<file path="src/rtl/reg_scoreboard_if.sv">
// rtl/reg_scoreboard_if.sv - issue/writeback/lookup bundle for the register scoreboard
interface reg_scoreboard_if #(
  parameter int AW   = 5,
  parameter int NREG = 32
);
  logic            iss_valid;
  logic [AW-1:0]   iss_dst;
  logic            iss_ready;
  logic            wb_valid;
  logic [AW-1:0]   wb_dst;
  logic [AW-1:0]   rs1;
  logic [AW-1:0]   rs2;
  logic            rs1_busy;
  logic            rs2_busy;
  logic [NREG-1:0] wr_onehot;
  logic [NREG-1:0] busy_vec;
  logic [AW:0]     busy_count;
  logic            err_clr_idle;

  modport master (
    output iss_valid, iss_dst, wb_valid, wb_dst, rs1, rs2,
    input  iss_ready, rs1_busy, rs2_busy, wr_onehot, busy_vec, busy_count, err_clr_idle
  );

  modport slave (
    input  iss_valid, iss_dst, wb_valid, wb_dst, rs1, rs2,
    output iss_ready, rs1_busy, rs2_busy, wr_onehot, busy_vec, busy_count, err_clr_idle
  );
endinterface

</file>
<file path="src/rtl/reg_scoreboard.sv">
// rtl/reg_scoreboard.sv - per-register busy tracking with WAW issue stall and regfile write enables
module reg_scoreboard #(
  parameter int AW       = 5,
  parameter int NREG     = 32,
  parameter int HAS_ZERO = 1,
  parameter int ZERO_REG = 31
) (
  input logic            clk,
  input logic            reset_n,
  reg_scoreboard_if.slave sb
);
  localparam logic [NREG-1:0] ONE   = NREG'(1);
  localparam logic [NREG-1:0] ZMASK = (HAS_ZERO != 0) ? (ONE << ZERO_REG) : '0;

  logic [NREG-1:0] busy_q;
  logic [NREG-1:0] wr_q;
  logic [AW:0]     count_q;
  logic            err_q;

  logic [NREG-1:0] iss_oh;
  logic [NREG-1:0] wb_oh;
  logic [NREG-1:0] clr;
  logic [NREG-1:0] set;
  logic [NREG-1:0] busy_nxt;
  logic [AW:0]     count_nxt;
  logic            iss_in_z;
  logic            wb_in_z;
  logic            iss_ready;
  logic            iss_fire;
  logic            err_hit;

  function automatic logic [AW:0] popcount(input logic [NREG-1:0] v);
    logic [AW:0] c;
    c = '0;
    for (int i = 0; i < NREG; i++) begin
      c = c + (AW+1)'(v[i]);
    end
    return c;
  endfunction

  always_comb begin
    iss_oh   = ONE << sb.iss_dst;
    wb_oh    = ONE << sb.wb_dst;
    iss_in_z = |(iss_oh & ZMASK);
    wb_in_z  = |(wb_oh & ZMASK);
    clr      = sb.wb_valid ? (wb_oh & ~ZMASK) : '0;
    // A same-cycle writeback to the destination frees it, so issue need not stall.
    iss_ready = iss_in_z | ~busy_q[sb.iss_dst] | clr[sb.iss_dst];
    iss_fire  = sb.iss_valid & iss_ready;
    set       = iss_fire ? (iss_oh & ~ZMASK) : '0;
    busy_nxt  = (busy_q & ~clr) | set;
    count_nxt = popcount(busy_nxt);
    err_hit   = sb.wb_valid & ~wb_in_z & ~busy_q[sb.wb_dst];
  end

  always_ff @(posedge clk) begin
    if (!reset_n) begin
      busy_q  <= '0;
      wr_q    <= '0;
      count_q <= '0;
      err_q   <= 1'b0;
    end else begin
      busy_q  <= busy_nxt;
      wr_q    <= clr;
      count_q <= count_nxt;
      err_q   <= err_q | err_hit;
    end
  end

  // Writeback in the same cycle is forwarded, so the source reads as ready.
  assign sb.rs1_busy     = busy_q[sb.rs1] & ~clr[sb.rs1];
  assign sb.rs2_busy     = busy_q[sb.rs2] & ~clr[sb.rs2];
  assign sb.iss_ready    = iss_ready;
  assign sb.wr_onehot    = wr_q;
  assign sb.busy_vec     = busy_q;
  assign sb.busy_count   = count_q;
  assign sb.err_clr_idle = err_q;
endmodule
</file>
<file path="src/flat_wrapper.sv">
// flat-port wrapper written by rule: the top's interface ports become plain ports
module reg_scoreboard_flat 
#(
  parameter int AW       = 5,
  parameter int NREG     = 32,
  parameter int HAS_ZERO = 1,
  parameter int ZERO_REG = 31
)
  (clk, reset_n, sb_iss_valid, sb_iss_dst, sb_wb_valid, sb_wb_dst, sb_rs1, sb_rs2, sb_iss_ready, sb_rs1_busy, sb_rs2_busy, sb_wr_onehot, sb_busy_vec, sb_busy_count, sb_err_clr_idle);
  reg_scoreboard_if #(.AW(AW), .NREG(NREG)) sb_i ();
  input logic clk;
  input logic reset_n;
  input wire logic [$bits(sb_i.iss_valid)-1:0] sb_iss_valid;
  input wire logic [$bits(sb_i.iss_dst)-1:0] sb_iss_dst;
  input wire logic [$bits(sb_i.wb_valid)-1:0] sb_wb_valid;
  input wire logic [$bits(sb_i.wb_dst)-1:0] sb_wb_dst;
  input wire logic [$bits(sb_i.rs1)-1:0] sb_rs1;
  input wire logic [$bits(sb_i.rs2)-1:0] sb_rs2;
  output wire logic [$bits(sb_i.iss_ready)-1:0] sb_iss_ready;
  output wire logic [$bits(sb_i.rs1_busy)-1:0] sb_rs1_busy;
  output wire logic [$bits(sb_i.rs2_busy)-1:0] sb_rs2_busy;
  output wire logic [$bits(sb_i.wr_onehot)-1:0] sb_wr_onehot;
  output wire logic [$bits(sb_i.busy_vec)-1:0] sb_busy_vec;
  output wire logic [$bits(sb_i.busy_count)-1:0] sb_busy_count;
  output wire logic [$bits(sb_i.err_clr_idle)-1:0] sb_err_clr_idle;
  assign sb_i.iss_valid = sb_iss_valid;
  assign sb_i.iss_dst = sb_iss_dst;
  assign sb_i.wb_valid = sb_wb_valid;
  assign sb_i.wb_dst = sb_wb_dst;
  assign sb_i.rs1 = sb_rs1;
  assign sb_i.rs2 = sb_rs2;
  assign sb_iss_ready = sb_i.iss_ready;
  assign sb_rs1_busy = sb_i.rs1_busy;
  assign sb_rs2_busy = sb_i.rs2_busy;
  assign sb_wr_onehot = sb_i.wr_onehot;
  assign sb_busy_vec = sb_i.busy_vec;
  assign sb_busy_count = sb_i.busy_count;
  assign sb_err_clr_idle = sb_i.err_clr_idle;
  reg_scoreboard #(.AW(AW), .NREG(NREG), .HAS_ZERO(HAS_ZERO), .ZERO_REG(ZERO_REG)) u_core (.clk(clk), .reset_n(reset_n), .sb(sb_i));
endmodule
</file>
<file path="config.mk">
export PLATFORM = sky130hd
export DESIGN_NAME = reg_scoreboard_flat
export DESIGN_NICKNAME = d
export VERILOG_FILES = /design/src/rtl/reg_scoreboard_if.sv /design/src/rtl/reg_scoreboard.sv /design/src/flat_wrapper.sv
export SDC_FILE = /design/constraint.sdc
export NUM_CORES = 1
export LEC_CHECK = 0
export CORE_ASPECT_RATIO = 0.6
export CORE_MARGIN = 10
export CORE_UTILIZATION = 57
export CTS_BUF_LIST = sky130_fd_sc_hd__clkbuf_16
export DETAILED_ROUTE_END_ITERATION = 6
export GPL_ROUTABILITY_DRIVEN = 0
export MAX_ROUTING_LAYER = met4
export PLACE_DENSITY = 0.95
export SYNTH_ARGS = -nofsm -noshare
export SYNTH_HDL_FRONTEND = slang
export SYNTH_SLANG_ARGS = --single-unit
</file>
<file path="constraint.sdc">
create_clock -name clk -period 12.3 [get_ports clk]
set_clock_uncertainty 0.1 [all_clocks]
set_input_delay 3.69 -clock clk [delete_from_list [all_inputs] [get_ports clk]]
set_output_delay 3.69 -clock clk [all_outputs]
set_load 0.005 [all_outputs]
</file>
==> results of run 1 <==
==> worst max-delay path, cell delays in order <==
cell             delay, ns
clkdlybuf4s50_1       1.22
nand4b_2              0.56
or2_2                 0.47
o221ai_2              0.25
o41a_1                0.29
a21boi_1              0.13
fa_1                  0.56
fa_1                  0.52
fa_1                  0.49
inv_1                 0.05
fa_1                  0.49
fa_1                  0.50
inv_1                 0.05
fa_1                  0.49
inv_1                 0.04
ha_1                  0.21
fa_1                  0.47
a21o_1                0.19
a21oi_1               0.18
xor2_1                0.16
nor2_1                0.05
==> final cells by class <==
class,instances,area (um2),share of cell area (%)
Clock inverter,7,73.8,1.19
Tap cell,112,140,2.25
Timing Repair Buffer,98,973,15.6
Inverter,39,146,2.35
Clock buffer,9,225,3.62
Multi-Input combinational cell,384,3280,52.7
Sequential cell,69,1380,22.2
==> state kept, by name, summed over array words and instances (netlist names) <==
signal,flops
u_core.sb.busy_vec,31
u_core.sb.wr_onehot,31
u_core.sb.busy_count,6
u_core.sb.err_clr_idle,1
==> cells in the mapped netlist, types with 3 or more instances <==
| library cell | count |
|---|---|
| dfxtp_1 | 69 |
| nor2_1 | 50 |
| inv_1 | 39 |
| o21ai_0 | 38 |
| mux4_2 | 29 |
| nand2_1 | 24 |
| fa_1 | 23 |
| o22ai_1 | 22 |
| nand3_1 | 18 |
| o31ai_1 | 14 |
| clkbuf_1 | 12 |
| buf_2 | 11 |
| o21a_1 | 11 |
| nand2b_1 | 10 |
| ha_1 | 9 |
| nor2b_1 | 9 |
| nor3_1 | 9 |
| a21oi_1 | 8 |
| and2_1 | 8 |
| mux2i_1 | 7 |
| or2_2 | 7 |
| mux2_2 | 6 |
| nand3b_1 | 6 |
| o31a_1 | 6 |
| xor2_1 | 6 |
| buf_1 | 5 |
| buf_4 | 4 |
| or3_1 | 4 |
| a21boi_1 | 3 |
| nor3_2 | 3 |
| o2111ai_1 | 3 |
| o21ai_1 | 3 |
| xnor2_1 | 3 |
==> cell families (layout without fill, tap and decap cells) <==
| family | Yosys count | after routing | share of synthesized area [%] |
|---|---|---|---|
| compound gates | 129 | 129 | 17.9 |
| xor+xnor | 11 | 11 | 2.23 |
| fa+ha+maj | 32 | 32 | 11.5 |
| buf+inv | 74 | 153 | 6.55 |
| flops | 69 | 69 | 27.7 |
| mux | 43 | 43 | 16.1 |
| other cells | 1 | 2 | 0.0752 |
| simple gates | 167 | 167 | 17.9 |
==> placed cells by master, fill, tap and decap left out, types with 9 or more instances in the layout <==
master           instances
clkdlybuf4s50_1         95
dfxtp_1                 69
nor2_1                  50
inv_1                   40
o21ai_0                 38
mux4_2                  29
nand2_1                 24
fa_1                    23
o22ai_1                 22
nand3_1                 18
o31ai_1                 14
o21a_1                  11
nand2b_1                10
nor2b_1                  9
nor3_1                   9
ha_1                     9
clkbuf_16                9
==> per-layer routing <==
metal | track usage (%) | wire length [um]
met5 | - | 0
met4 | 10.1 | 836
met3 | 14.9 | 3240
met2 | 39.4 | 7550
met1 | 32.8 | 6440
==> worst min-delay path by stage <==
stage,cells after the start,end
floorplan,1,u_core.sb.err_clr_idle
global route,1,u_core.sb.err_clr_idle
finish,1,u_core.sb.err_clr_idle
detailed placement,1,u_core.sb.err_clr_idle
global placement,1,u_core.sb.err_clr_idle
CTS,1,u_core.sb.err_clr_idle
==> stage by stage <==
| stage | cells | utilization, % | power [uW] | hold WS, ns |
|---|---|---|---|---|
| 2_1_floorplan | 527 | - | 300 | 0.376 |
| 6_report | 718 | 73.0 | 601 | 0.380 |
| 3_3_place_gp | 702 | 69.5 | 331 | 0.370 |
| 3_5_place_dp | 702 | 69.5 | 336 | 0.370 |
| 5_1_grt | 718 | 73.0 | 618 | 0.411 |
| 4_1_cts | 718 | 73.0 | 597 | 0.381 |
==> where the power goes <==
group	internal [uW]	total [uW]	switching, uW
Clock	158	263	105
Sequential	227	231	3.63
Combinational	42.7	106	63.6
Total	428	601	172
==> run summary, run 1 <==
Status = complete, but fails checks
Violated checks = design-rule violations
Resized cells post-CTS = 0
Site row count = 26
Post-route ant nets = 0
Area growth, synth to finish = 24.8%
Pre-CTS setup slack = 1.17 ns
H-Tree Depth = 3
Yosys cell types = 68
Root Buffer = clkbuf_16
Starting Density = 58.5%
Crit Path Category = in2reg
# IOs = 98
Pin count of the biggest net entering global routing = 39
Vias in the first global route = 5006
Clk pin slew, worst setup/hold paths = 0.06 ns
Post-synthesis sequential area ratio = 27.7%
Synth Warn # = 0
Post-DR vias/cell = 6.90
Worst EP required = 12.42 ns
DP HPWL = 13200 um
Fin area = 6220 um2
Hold bufs inserted after CTS = 0
Number of synthesized flops with an enable pin = 0
FILL cells = 565
Setup crit end = u_core.sb.busy_count[4]
IO Port Bufs = 95
Worst EP arrival = 11.08 ns
Pre-antenna DRT Iters = 7
Postcts setup bufs = 0
Yosys top cell area share = 27.7%
FF-to-FF path depth = 20
Initial antenna violation count = 0
Worst min path class = reg2reg
Pleak = 0.00230 uW
DRT iter0 DRCs = 1160
Synth Flop Type = dfxtp_1
Post-route worst setup slack = 1.34 ns
Max-slew violations = 0
Max Freq = 91.2 MHz
# setup viols final = 0
Reg2reg start = u_core.sb.busy_vec[18]
Setup slack, reg-to-reg = 5.64 ns
Clock buffer count from CTS = 9
Syn_area_per_cell = 9.48 um2
Synth area leaders = dfxtp_1 28%, mux4_2 13%, fa_1 9.2%
Cell Pwr Density = 96.5 nW/um2
Share of cells above drive strength 1 = 12.7%
Worst flop-to-flop path endpoint = u_core.sb.busy_count[4]
Hold Fails Final Rpt = 0
Largest area contributor in the netlist = dfxtp_1
Critical path startpoint = sb_wb_dst[1]
Remaining global-route overflow = 0
DRT Wirelength = 18100 um
Clock sinks = 69
WL per Instance = 25.2 um
Horiz. Die Dim = 141 um
Final nets = 657
CTS tree = built
Crit path time final = 10.96 ns
# DRC = 10
Syn Std Cell Area = 4980 um2
Area after DPL = 5920 um2
Antenna Cells = 0
DR vias = 4952
First-pass GRT wire length = 27700 um
Max Buffers Root-to-Sink = 2
Worst setup SP type = input port
Min-Delay Startpoint = u_core.sb.err_clr_idle
Die Ht = 92.4 um
Max_cap viols = 0
Slew HR = 24.4%
Fin crit share = 89.1%
Syn Inst Count = 526
RSZ-0062 raised after global routing = false
GRT Util Overall = 27.8%
Synth Register Bits = 69
Setup TNS = 0 ns
Critical path capture point type = flip-flop
Clk Latency, worst-skew pair = 0.34 ns
Die area = 13000 um2
Core Box Area = 8520 um2
Share of synthesized registers carrying an async set or reset = 0%
VDD IR max = 0.0675 mV
Worst slew pin tran = 1.13 ns
Peak fanout along the critical path = 21
Power figures use the tool's default switching activity.
==> run 2: changes to the inputs <==
--- a/config.mk
+++ b/config.mk
@@ -7,12 +7,12 @@
 export LEC_CHECK = 0
 export CORE_ASPECT_RATIO = 0.6
 export CORE_MARGIN = 10
-export CORE_UTILIZATION = 57
+export CORE_UTILIZATION = 45
 export CTS_BUF_LIST = sky130_fd_sc_hd__clkbuf_16
 export DETAILED_ROUTE_END_ITERATION = 6
 export GPL_ROUTABILITY_DRIVEN = 0
 export MAX_ROUTING_LAYER = met4
-export PLACE_DENSITY = 0.95
+export PLACE_DENSITY = 0.79
 export SYNTH_ARGS = -nofsm -noshare
 export SYNTH_HDL_FRONTEND = slang
 export SYNTH_SLANG_ARGS = --single-unit
==> run 2 against run 1 <==
- the run now ends clean
- critical path depth down 14
- count of clock-buffer cells in the layout unchanged
- final cell count up 3.8%
- routed wire length down 1.1%
- setup slack better by 0.027 ns
- via count down 1.5%
- combinational power about the same
- register-to-register slack better by 0.03 ns
- final area up 0.20%
- core utilization down 15 points
- first-iteration DRC count down 33%
==> run summary, run 2 (synthesis gave the netlist of run 1 again) <==
Peak fanout along the critical path = 22 (+4.8%)
Pint = 406 uW (-5.3%)
Root Buffer = clkbuf_16
# DRC = 0 (-10)
Pre-antenna DRT Iters = 6 (-1)
Worst EP arrival = 7.14 ns (-3.94 ns)
Area growth, synth to finish = 25.1%
VDD IR max = 0.0737 mV (+9.1%)
GRT Util Overall = 22.8% (-5.1 points)
# setup viols final = 0 (unchanged)
Initial antenna violation count = 0 (unchanged)
Fin crit share = 88.9% (-0.22 points)
Crit-path cells = clkdlybuf4s50_1 > nand4bb_1 > or2_2 > o221ai_2 > o32ai_1 > a32oi_1 > clkdlybuf4s50_1
Antenna Cells = 0 (unchanged)
CP max-delay cell = clkdlybuf4s50_1
Crit Path Category = in2out
IO Port Bufs = 95 (unchanged)
Worst setup SP type = input port
Hold bufs inserted after CTS = 0 (unchanged)
Crit path time final = 10.93 ns (-0.0268 ns)
Max Freq = 91.5 MHz (+0.25%)
Horiz. Die Dim = 156 um (+11%)
Hold Fails Final Rpt = 0 (unchanged)
Post-route ant nets = 0 (unchanged)
Clock buffer count from CTS = 9 (unchanged)
Setup TNS = 0 ns (unchanged)
Area after DPL = 5960 um2 (+0.57%)
Remaining global-route overflow = 0 (unchanged)
Max Buffers Root-to-Sink = 2 (unchanged)
Die Ht = 102 um (+9.8%)
Cell Pwr Density = 92.4 nW/um2 (-4.3%)
Critical path capture point type = output pin
RSZ-0062 raised after global routing = false
Share of total power in the clock network = 41.9% (-1.9 points)
Max-slew violations = 0 (unchanged)
Pin count of the biggest net entering global routing = 36 (-7.7%)
Worst slew pin tran = 1.11 ns (-0.0178 ns)
Post-DR vias/cell = 6.55 (-5.1%)
Critical path's most frequent cell = clkdlybuf4s50_1
Vias in the first global route = 4781 (-4.5%)
CTS tree = built
DRT iter0 DRCs = 782 (-33%)
Sw frac = 29.5% (+0.86 points)
DP HPWL = 13500 um (+2.6%)
Final Core Density = 58.2% (-15 points)
Site row count = 29 (+12%)
H-Tree Depth = 3 (unchanged)
Starting Density = 46.6% (-12 points)
NetSw = 170 uW (-1.2%)
Fin area = 6230 um2 (+0.20%)
Pleak = 0.00227 uW (-1.1%)
Die area = 15800 um2 (+22%)
Clock sinks = 69 (unchanged)
Postcts setup bufs = 0 (unchanged)
First-pass GRT wire length = 27000 um (-2.5%)
Status = finished, final reports clean
Worst EP required = 8.51 ns (-3.91 ns)
Commonest non-fill, non-tap cell in the layout = clkdlybuf4s50_1
Logic pwr share = 17.9% (+0.2 points)
Slowest cell delay on critical path = 0.91 ns (-0.31 ns)
WL per Instance = 24.0 um (-4.7%)
Core Box Area = 10700 um2 (+26%)
Resized cells post-CTS = 0 (unchanged)
Clk pin slew, worst setup/hold paths = 0.05 ns (about the same)
Share of cells above drive strength 1 = 12.7% (unchanged)
Most frequent cells in the layout = 95 x clkdlybuf4s50_1, 69 x dfxtp_1, 50 x nor2_1
Final nets = 657 (unchanged)
Worst min path class = reg2reg
Slew HR = 25.6% (+1.2 points)
DRT Wirelength = 17900 um (-1.1%)
Register share of total power = 40.2% (+1.7 points)
DR vias = 4878 (-1.5%)
Clk Latency, worst-skew pair = 0.34 ns (about the same)
Max_cap viols = 0 (unchanged)
# IOs = 98 (unchanged)
[run 2: cell types whose count changed in the layout (fill, tap and decap cells not counted), sizes merged]
| cell | previous run | this run |
|---|---|---|
| inv | 43 | 39 |
| clkinvlp | 0 | 3 |
| clkinv | 2 | 4 |
| bufinv | 1 | 0 |
[run 2: area by class of cell]
type | count | area [um2]
Tap cell | 139 | 174
Timing Repair Buffer | 98 | 973
Fill cell | 883 | 4470
Clock inverter | 7 | 52.6
Inverter | 39 | 146
Clock buffer | 9 | 225
Sequential cell | 69 | 1380
Multi-Input combinational cell | 384 | 3280
[run 2: worst paths after layout]
path	from	depth (start not counted)	slack (ns)	end
worst max-delay path	sb_wb_dst[0]	7	1.37	sb_iss_ready
worst min-delay path	u_core.sb.err_clr_idle	1	0.39	u_core.sb.err_clr_idle
worst max register to register	u_core.sb.busy_vec[9]	22	5.67	u_core.sb.busy_count[4]
worst min register to register	u_core.sb.err_clr_idle	1	0.39	u_core.sb.err_clr_idle
[run 2: power groups by stage]
stage | Combinational [uW] | Clock (uW) | Sequential, uW
4_1_cts | 101 | 244 | 231
3_3_place_gp | 97.1 | 0 | 236
6_report | 103 | 241 | 231
3_5_place_dp | 99.6 | 0 | 236
2_1_floorplan | 65.6 | 0 | 235
5_1_grt | 111 | 250 | 231
[run 2: per-stage QoR]
step	std cells	total power, uW	worst slack [ns]	hold WS, ns
detailed placement	729	335	1.20	0.379
CTS	745	575	1.48	0.402
floorplan	527	300	2.64	0.376
global placement	729	333	1.41	0.380
global route	745	592	1.15	0.424
finish	745	576	1.37	0.395
[run 2: critical path, delay by kind of cell]
kind | cells | cell delay [ns]
AOI/OAI and AO/OA | 3 | 0.68
buffers and inverters | 2 | 1.46
and+or+nand+nor | 2 | 1.31
[run 2: metal layers]
metal,vias up,track usage [%],routed length (um)
li1,2053,-,-
met4,0,7.80,413
met2,475,30.8,7390
met3,81,9.78,3190
met1,2269,29.6,6870
met5,-,-,0
==> run 3: changes to the inputs <==
--- a/config.mk
+++ b/config.mk
@@ -7,12 +7,12 @@
 export LEC_CHECK = 0
 export CORE_ASPECT_RATIO = 0.6
 export CORE_MARGIN = 10
-export CORE_UTILIZATION = 45
+export CORE_UTILIZATION = 29
 export CTS_BUF_LIST = sky130_fd_sc_hd__clkbuf_16
 export DETAILED_ROUTE_END_ITERATION = 6
 export GPL_ROUTABILITY_DRIVEN = 0
 export MAX_ROUTING_LAYER = met4
-export PLACE_DENSITY = 0.79
+export PLACE_DENSITY = 0.58
 export SYNTH_ARGS = -nofsm -noshare
 export SYNTH_HDL_FRONTEND = slang
 export SYNTH_SLANG_ARGS = --single-unit
==> run 3 against run 2 <==
- non-clock buffer count rose by 3
- global-route usage down 6.3 points
- first-iteration DRC count shrank 14%
- critical endpoint is now u_core.sb.busy_count[4]
- largest cell class unchanged
==> run summary, run 3 (synthesis gave the netlist of run 1 again) <==
CTS tree = built
Worst EP arrival = 11.00 ns (+3.86 ns)
RSZ-0062 raised after global routing = false
Final Core Density = 37.8% (-20 points)
Initial antenna violation count = 0 (unchanged)
Fin area = 6430 um2 (+3.1%)
Horiz. Die Dim = 189 um (+21%)
Area growth, synth to finish = 28.9%
First-pass GRT wire length = 28000 um (+3.6%)
# DRC = 0 (unchanged)
Post-Layout Cell Count = 843 (+13%)
Die Ht = 122 um (+20%)
Hold path depth = 1 (unchanged)
# IOs = 98 (unchanged)
WL per Instance = 22.3 um (-6.9%)
Crit-path cells = clkdlybuf4s50_1 > mux4_2 > mux2i_1 > nor2b_1 > nor3_2 > o31ai_1 > ha_1 > inv_1 > fa_1 > inv_1 > fa_1 > fa_1 > fa_1 > fa_1 > inv_1 > fa_1 > inv_1 > ha_1 > fa_1 > a21o_1 > a21oi_1 > xor2_1 > nor2_1
Die area = 23000 um2 (+45%)
Cell family with the largest share of critical-path delay = adder cells
Fin crit share = 88.3% (-0.64 points)
Post-route ant nets = 0 (unchanged)
H-Tree Depth = 3 (unchanged)
Crit path time final = 10.86 ns (-0.0787 ns)
DR vias = 4753 (-2.6%)
IO Port Bufs = 95 (unchanged)
Met1 Use GR = 23.8% (-5.7 points)
Share of cells above drive strength 1 = 13.3% (+0.59 points)
Final nets = 660 (+0.46%)
Critical path capture point type = flip-flop
Setup slack, reg-to-reg = 5.69 ns (+0.02 ns)
# setup viols final = 0 (unchanged)
Worst EP required = 12.44 ns (+3.93 ns)
Cell Pwr Density = 97.4 nW/um2 (+5.5%)
Antenna Cells = 0 (unchanged)
Commonest non-fill, non-tap cell in the layout = clkdlybuf4s50_1
Pre-antenna DRT Iters = 5 (-1)
Worst setup SP type = input port
Worst min path class = reg2reg
Max Buffers Root-to-Sink = 2 (unchanged)
Clock buffer count from CTS = 9 (unchanged)
Hold Fails Final Rpt = 0 (unchanged)
Clock sinks = 69 (unchanged)
GRT Util Overall = 16.4% (-6.3 points)
Max Freq = 92.1 MHz (+0.73%)
Clk pin slew, worst setup/hold paths = 0.07 ns (+0.02 ns)
Pleak = 0.00232 uW (+2.1%)
Remaining global-route overflow = 0 (unchanged)
Worst path bufs/invs = 5 (+3)
Max_cap viols = 0 (unchanged)
Peak fanout along the critical path = 24 (+9.1%)
Root Buffer = clkbuf_16
Post-DR vias/cell = 5.64 (-14%)
Global routing usage on met2 = 20.7% (-10 points)
Slew HR = 22.9% (-2.6 points)
Crit Path Category = in2reg
Clk Latency, worst-skew pair = 0.34 ns (about the same)
Starting Density = 29.3% (-17 points)
Critical path's most frequent cell = fa_1
Gr busiest metal = met1
Site row count = 37 (+28%)
Setup TNS = 0 ns (unchanged)
Slowest cell delay on critical path = 1.23 ns (+0.32 ns)
Cell count after placement = 827 (+13%)
Hold bufs inserted after CTS = 0 (unchanged)
DRT Wirelength = 18800 um (+5.4%)
DRT iter0 DRCs = 671 (-14%)
Worst Hold Path EP = u_core.sb.err_clr_idle
Worst slew pin tran = 1.15 ns (+0.0395 ns)
Core Box Area = 17000 um2 (+59%)
Reg2reg start = u_core.sb.busy_vec[15]
Most frequent cells in the layout = 95 x clkdlybuf4s50_1, 69 x dfxtp_1, 50 x nor2_1
Met3 Use GR = 5.94% (-3.8 points)
FF-to-FF path depth = 22 (unchanged)
Max-slew violations = 0 (unchanged)
DP HPWL = 14500 um (+7.4%)
CP max-delay cell = clkdlybuf4s50_1
Min-Delay Startpoint = u_core.sb.err_clr_idle
Vias in the first global route = 4449 (-6.9%)
VDD IR max = 0.0781 mV (+6.0%)
Resized cells post-CTS = 0 (unchanged)
Area after DPL = 6100 um2 (+2.4%)
Pin count of the biggest net entering global routing = 36 (unchanged)
Worst flop-to-flop path endpoint = u_core.sb.busy_count[4]
Postcts setup bufs = 0 (unchanged)
Status = finished, final reports clean
[run 3: cell types whose count changed in the layout (fill, tap and decap cells not counted), sizes merged]
cell	change
inv	+4
clkinvlp	-2
buf	+3
bufinv	+2
clkinv	-4
[run 3: power by group]
part | switching [uW] | internal [uW] | leakage [uW]
sequential | 3.69 | 227 | 0.000557
combinational | 62.0 | 42.8 | 0.00160
clock | 109 | 181 | 0.000159
[run 3: worst register-to-register path, cell delays in order, from the launching register on]
cell and delay [ns]:
dfxtp_1 0.54, mux4_2 0.32, mux2i_1 0.10, and2_1 0.26
nor3_2 0.47, o31ai_1 0.15, ha_1 0.29, inv_1 0.04
fa_1 0.48, inv_1 0.05, fa_1 0.45, fa_1 0.51
fa_1 0.44, fa_1 0.50, inv_1 0.05, fa_1 0.48
inv_1 0.04, ha_1 0.20, fa_1 0.47, a21o_1 0.20
a21oi_1 0.17, xor2_1 0.15, nor2_1 0.05
[run 3: worst max-delay path by stage]
| stage | from | to | slack (ns) | cells after the start |
|---|---|---|---|---|
| 5_1_grt | sb_iss_dst[1] | u_core.sb.busy_count[4] | 1.10 | 23 |
| 3_3_place_gp | sb_iss_dst[1] | u_core.sb.busy_count[4] | 1.31 | 23 |
| 6_report | sb_iss_dst[1] | u_core.sb.busy_count[4] | 1.44 | 23 |
| 3_5_place_dp | sb_iss_dst[1] | u_core.sb.busy_count[4] | 1.19 | 23 |
| 4_1_cts | sb_iss_dst[1] | u_core.sb.busy_count[4] | 1.49 | 23 |
| 2_1_floorplan | sb_iss_dst[3] | u_core.sb.busy_count[4] | 2.64 | 23 |
[run 3: per-stage QoR]
stage	power (uW)	hold slack (ns)	setup WS [ns]
3_3_place_gp	336	0.419	1.31
5_1_grt	652	0.434	1.10
3_5_place_dp	338	0.408	1.19
2_1_floorplan	300	0.376	2.64
4_1_cts	630	0.422	1.49
6_report	626	0.413	1.44
[run 3: cell type report]
cell class	count	area, um2
Fill cell	1707	10600
Multi-Input combinational cell	384	3280
Inverter	39	146
Clock buffer	9	225
Sequential cell	69	1380
Timing Repair Buffer	101	996
Tap cell	234	293
Clock inverter	7	105
[run 3: layer usage]
layer,share of wire (%),vias to the layer above
met4,1.3,0
met1,46,2336
li1,-,2055
met3,13,24
met5,0,-
met2,40,338
